`src/rtl/div_share_arb.sv`:
```
// Round-robin sharing of one fixed-latency pipelined divider between the HSV
// saturation (req0) and hue (req1) stages, with tag-based result routing.
module div_share_arb #(
    parameter int DIVIDE_LATENCY = 16,
    parameter int DW             = 9,
    parameter int QW             = 16
) (
    input  logic          i_clk,
    input  logic          i_rst,
    input  logic          i_req0_valid,
    input  logic [DW-1:0] i_req0_dividend,
    input  logic [DW-1:0] i_req0_divisor,
    input  logic          i_req1_valid,
    input  logic [DW-1:0] i_req1_dividend,
    input  logic [DW-1:0] i_req1_divisor,
    output logic          o_req0_ready,
    output logic          o_req1_ready,
    output logic          o_div_valid,
    output logic [DW-1:0] o_div_dividend,
    output logic [DW-1:0] o_div_divisor,
    input  logic          i_div_valid,
    input  logic [QW-1:0] i_div_quotient,
    output logic          o_res0_valid,
    output logic [QW-1:0] o_res0_quotient,
    output logic          o_res0_divzero,
    output logic          o_res1_valid,
    output logic [QW-1:0] o_res1_quotient,
    output logic          o_res1_divzero,
    output logic          o_busy,
    output logic          o_sync_err
);

    localparam int LAST = DIVIDE_LATENCY;
    localparam int TW   = $clog2(DIVIDE_LATENCY + 2);

    logic          ptr;
    logic          grant0;
    logic          grant1;
    logic          xfer;
    logic [DW-1:0] sel_dividend;
    logic [DW-1:0] sel_divisor;
    logic [LAST:0] tag_v;
    logic [LAST:0] tag_id;
    logic [LAST:0] tag_dz;
    logic [TW-1:0] flush_cnt;
    logic          sync_mask;
    logic [QW-1:0] res_q;

    always_comb begin
        grant0 = 1'b0;
        grant1 = 1'b0;
        if (!i_rst) begin
            if (i_req0_valid && (!i_req1_valid || !ptr))
                grant0 = 1'b1;
            else if (i_req1_valid)
                grant1 = 1'b1;
        end
    end

    assign o_req0_ready = grant0;
    assign o_req1_ready = grant1;
    assign xfer         = grant0 | grant1;
    assign sel_dividend = grant1 ? i_req1_dividend : i_req0_dividend;
    assign sel_divisor  = grant1 ? i_req1_divisor  : i_req0_divisor;

    // Quotients still draining from before reset must not look like sync errors.
    assign sync_mask = (flush_cnt != '0) && (tag_v == '0);
    assign res_q     = tag_dz[LAST] ? '0 : i_div_quotient;
    assign o_busy    = o_div_valid | (|tag_v);

    always_ff @(posedge i_clk) begin
        if (i_rst) begin
            ptr             <= 1'b0;
            o_div_valid     <= 1'b0;
            o_div_dividend  <= '0;
            o_div_divisor   <= '0;
            tag_v           <= '0;
            tag_id          <= '0;
            tag_dz          <= '0;
            flush_cnt       <= TW'(DIVIDE_LATENCY + 1);
            o_res0_valid    <= 1'b0;
            o_res0_quotient <= '0;
            o_res0_divzero  <= 1'b0;
            o_res1_valid    <= 1'b0;
            o_res1_quotient <= '0;
            o_res1_divzero  <= 1'b0;
            o_sync_err      <= 1'b0;
        end else begin
            if (xfer) begin
                ptr            <= grant0;
                o_div_dividend <= sel_dividend;
                o_div_divisor  <= sel_divisor;
            end
            o_div_valid <= xfer;
            tag_v  <= {tag_v[LAST-1:0],  xfer};
            tag_id <= {tag_id[LAST-1:0], grant1};
            tag_dz <= {tag_dz[LAST-1:0], xfer && (sel_divisor == '0)};
            if (flush_cnt != '0)
                flush_cnt <= flush_cnt - 1'b1;
            o_res0_valid <= tag_v[LAST] && !tag_id[LAST];
            o_res1_valid <= tag_v[LAST] &&  tag_id[LAST];
            if (tag_v[LAST] && !tag_id[LAST]) begin
                o_res0_quotient <= res_q;
                o_res0_divzero  <= tag_dz[LAST];
            end
            if (tag_v[LAST] && tag_id[LAST]) begin
                o_res1_quotient <= res_q;
                o_res1_divzero  <= tag_dz[LAST];
            end
            if ((tag_v[LAST] != i_div_valid) && !sync_mask)
                o_sync_err <= 1'b1;
        end
    end

endmodule

```
`config.mk`:
```
export PLATFORM = sky130hd
export DESIGN_NAME = div_share_arb
export DESIGN_NICKNAME = d
export VERILOG_FILES = /design/src/rtl/div_share_arb.sv
export SDC_FILE = /design/constraint.sdc
export NUM_CORES = 1
export LEC_CHECK = 0
export BUFFER_PORTS_ARGS = -buffer_cell sky130_fd_sc_hd__buf_2
export CAP_MARGIN = 20
export CORE_MARGIN = 5
export CORE_UTILIZATION = 51
export CTS_CLUSTER_DIAMETER = 150
export DETAILED_ROUTE_END_ITERATION = 12
export PLACE_DENSITY = 0.83
export SYNTH_ARGS = -nofsm -noshare
export SYNTH_HDL_FRONTEND = slang
export SYNTH_SLANG_ARGS = --single-unit
```
`constraint.sdc`:
```
create_clock -name i_clk -period 1.7 [get_ports i_clk]
set_clock_uncertainty 0.15 [all_clocks]
set_input_delay 0.085 -clock i_clk [delete_from_list [all_inputs] [get_ports i_clk]]
set_output_delay 0.085 -clock i_clk [all_outputs]
set_load 0.02 [all_outputs]
```
==> impl_metrics.tcl <==
set metrics [dict create \
    drc_errors 0 \
    synth_warn 0 \
    floorplan.die.width_um 98.77 \
    power.density_cell_area_mw_per_mm2 895.6 \
    floorplan.initialDensity 0.5228 \
    tightest_slew_ps 788.8 \
    number_of_buffers_added_on_ports 115 \
    routed_wire_length_per_instance_um 14.75 \
    timing.critical_path.arrival_ps 1490 \
    timing.setup.critical_path_class "reg2out" \
    gpl.final_weighted_congestion 0.8176 \
    hold_end "tag_v[0]" \
    vias 3596 \
    worst_skew_pair.late_latency_ps 350 \
    finish.cell_count_without_fillers 710 \
    finalHoldViolations 0 \
    failed_checks "negative setup slack" \
    route.antenna.remaining_nets 0 \
    syn_area_cell_um2 9.281 \
    run_status "complete, but fails checks" \
    start_kind "register" \
    max_stage_delay_ps 350 \
    grt_antenna_before_repair 0 \
    final_worst_setup_slack_ps -20.40 \
    drt-total-wl_mm 10.48 \
    cp_slowest_cell "sky130_fd_sc_hd__dfxtp_2" \
    final_layout_size_suffix_gt1_frac 0.2730 \
    die_height_um 98.77 \
    clock-sinks 112 \
    worstReg2RegStart "tag_v[13]" \
    synth.distinct_cells 35 \
    regToRegEndpoint "o_sync_err" \
    finalSetupViolations 1 \
    placedCellCount 633 \
    holdPathStages 3 \
    holdCritPathClass "in2reg" \
    grt_start_max_net_pins 43 \
    critPathMaxFanout 2 \
    synth_area_mm2 0.004019 \
    shortest_clock_period_the_worst_path_allows_after_layout_ps 1720 \
    design.final.nets 662 \
    global_route_wire_length_before_repair_mm 16.88 \
    rsz0062_at_grt "yes" \
    timing_max_transition_violations_final 0 \
    ys_seq_area_frac 0.5579 \
    r2r_slack_ps 100 \
    worst_setup_hold_path_clk_slew_ps 100 \
    r2r.worst_path.cells 6 \
    core_region_area_mm2 0.007687 \
    critical_path_cell_list "nor4_4, nand3_1, or2_4, buf_6" \
    relSlewSlack 0.4724 \
    end_kind "output pin" \
    maxClockFrequency_mhz 581.3 \
    num_io_pins 116 \
    drt-pass1-iter-count 4 \
    grt_pass1_vias 3581 \
    layout-area-overhead-vs-synth_pct 37.83 \
    clock_tree_from_tritoncts "done" \
    antenna_cells_inserted 0 \
    number_of_buffers_added_by_the_clock_tree_synthesis_step 9 \
    ys_seq_elements 112 \
    viasPerCell 5.065 \
    hpwlAfterDp_mm 5.871 \
    clk_path_buf_depth 2 \
    gr_usage_total 0.2110 \
    cts-root-buf "sky130_fd_sc_hd__clkbuf_8" \
    grt-ovfl-total 0 \
    cap_viol_max_count 0 \
    timing.hold.worst.start "i_rst" \
    design.die.area_mm2 0.009756 \
    placement_rows 32 \
    place_worst_setup_slack_ps 201.1 \
    syn-num-nets 492 \
    drt_first_iter_violations 95 \
    cts-htree-levels 3 \
    netlist_instances 433 \
    cp_data_required_time_ps 1460 \
    layout_worst_path_cycle_share 1.012 \
    peakVddDrop_uv 473.8 \
    leakage_nw 2.386 \
]
## layer usage
| metal | wire [µm] | share of wire | vias to the layer above | track usage |
|---|---|---|---|---|
| li1 | - | - | 1750 | - |
| met1 | 4377 | 0.42 | 1667 | 0.2457 |
| met2 | 5048 | 0.48 | 156 | 0.3657 |
| met3 | 844 | 0.081 | 23 | 0.06794 |
| met4 | 206 | 0.020 | 0 | 0.07038 |
| met5 | 0 | 0 | - | 0 |
## cells in the mapped netlist, drive strengths merged
master,number,area share
nor3,7,0.0087
inv,3,0.0028
nor4,8,0.012
nand2,111,0.10
clkbuf,5,0.0056
mux2i,1,0.0025
nor4b,1,0.0059
ha,2,0.0062
nand3,1,0.0012
dfxtp,112,0.56
xnor2,3,0.0065
xor2,1,0.0022
a311oi,17,0.054
nor3b,2,0.0050
or2,1,0.0016
nor2b,65,0.10
nor2,28,0.029
and3b,1,0.0022
o22ai,1,0.0016
a21oi,36,0.045
nand2b,3,0.0065
buf,21,0.032
and2,2,0.0037
a211o,1,0.0022
## timing repair
| action | in CTS | in global routing |
|---|---|---|
| endpoints found under the hold margin | 69 | 0 |
| gates resized for setup | 6 | 5 |
| pin swaps | 2 | 2 |
| hold buffers | 59 | 0 |
| buffers inserted | 1 | 1 |
| setup endpoints to repair | 1 | 2 |
## critical path, delay by kind of cell (launching register included)
family / cells / cell delay (ps)
buf+inv: 1 / 130
flops: 1 / 350
simple gates: 3 / 660
## stage by stage
stage	hold slack (ps)	TNS (ps)	power (mW)	cell area, µm²	util
5_1_grt	34.86	-106.8	5.174	5539	0.7205
6_report	50.44	-20.40	4.961	5539	0.7205
3_5_place_dp	218.4	0	3.301	4678	0.6086
3_3_place_gp	202.6	0	3.287	4678	0.6086
2_1_floorplan	78.62	0	3.137	4019	-
4_1_cts	19.15	-38.54	4.965	5503	0.7158
## final cells by class
cell class / count / area, µm²
timing repair buffer: 185 / 1295
clock inverter: 7 / 77.57
sequential: 112 / 2245
fill: 551 / 2148
multi-input combinational: 292 / 1659
tap: 102 / 127.6
clock buffer: 9 / 123.9
inverter: 3 / 11.26
## power breakdown
part / switching (mW) / leakage, nW / internal (mW)
registers: 0.0551 / 0.910 / 2.69
logic: 0.327 / 1.38 / 0.311
clock network: 0.879 / 0.100 / 0.695
## sequential cells by signal, summed over array words and instances (netlist names)
register and flops:
tag_dz 17, flush_cnt 5, tag_id 17, ptr 1, o_div_dividend 9, o_sync_err 1, o_res1_divzero 1, o_div_divisor 9
o_res0_quotient 16, o_res0_valid 1, o_res1_valid 1, o_res1_quotient 16, tag_v 17, o_res0_divzero 1
## cells by family (layout without fill, tap and decap cells)
group / Yosys count / in the layout / share of synthesized area
AOI/OAI and AO/OA: 55 / 55 / 0.1027
xor gates and xnor gates: 4 / 4 / 0.008719
adders and majority gates: 2 / 2 / 0.006226
buffers and inverters: 29 / 204 / 0.04047
DFF: 112 / 112 / 0.5579
muxes: 1 / 1 / 0.002491
and+or+nand+nor: 230 / 230 / 0.2814
## how the worst max path moves through the flow
stage                 start      endpoint  slack, ps  cells past startpoint
2_1_floorplan           ptr     tag_dz[0]        280                      4
4_1_cts           tag_v[13]        o_busy        -40                      4
3_3_place_gp   flush_cnt[0]  flush_cnt[1]        280                      6
3_5_place_dp   flush_cnt[0]  flush_cnt[1]        200                      6
6_report          tag_v[13]        o_busy        -20                      4
5_1_grt           tag_v[13]        o_busy       -110                      4
## placed cells by master, fill, tap and decap left out, drive strengths merged, types with 2 or more instances in the layout
master       synthesis  final
buf                 21    126
xnor2                3      3
ha                   2      2
nor4                 8      8
nand2              111    111
nor2b               65     65
a21oi               36     36
nor3                 7      7
and2                 2      2
dlygate4sd3          0     59
nor3b                2      2
inv                  3      5
dfxtp              112    112
a311oi              17     17
clkinv               0      3
nand2b               3      3
clkbuf               5      9
nor2                28     28
Note: power is estimated with default switching activity, not from simulation.
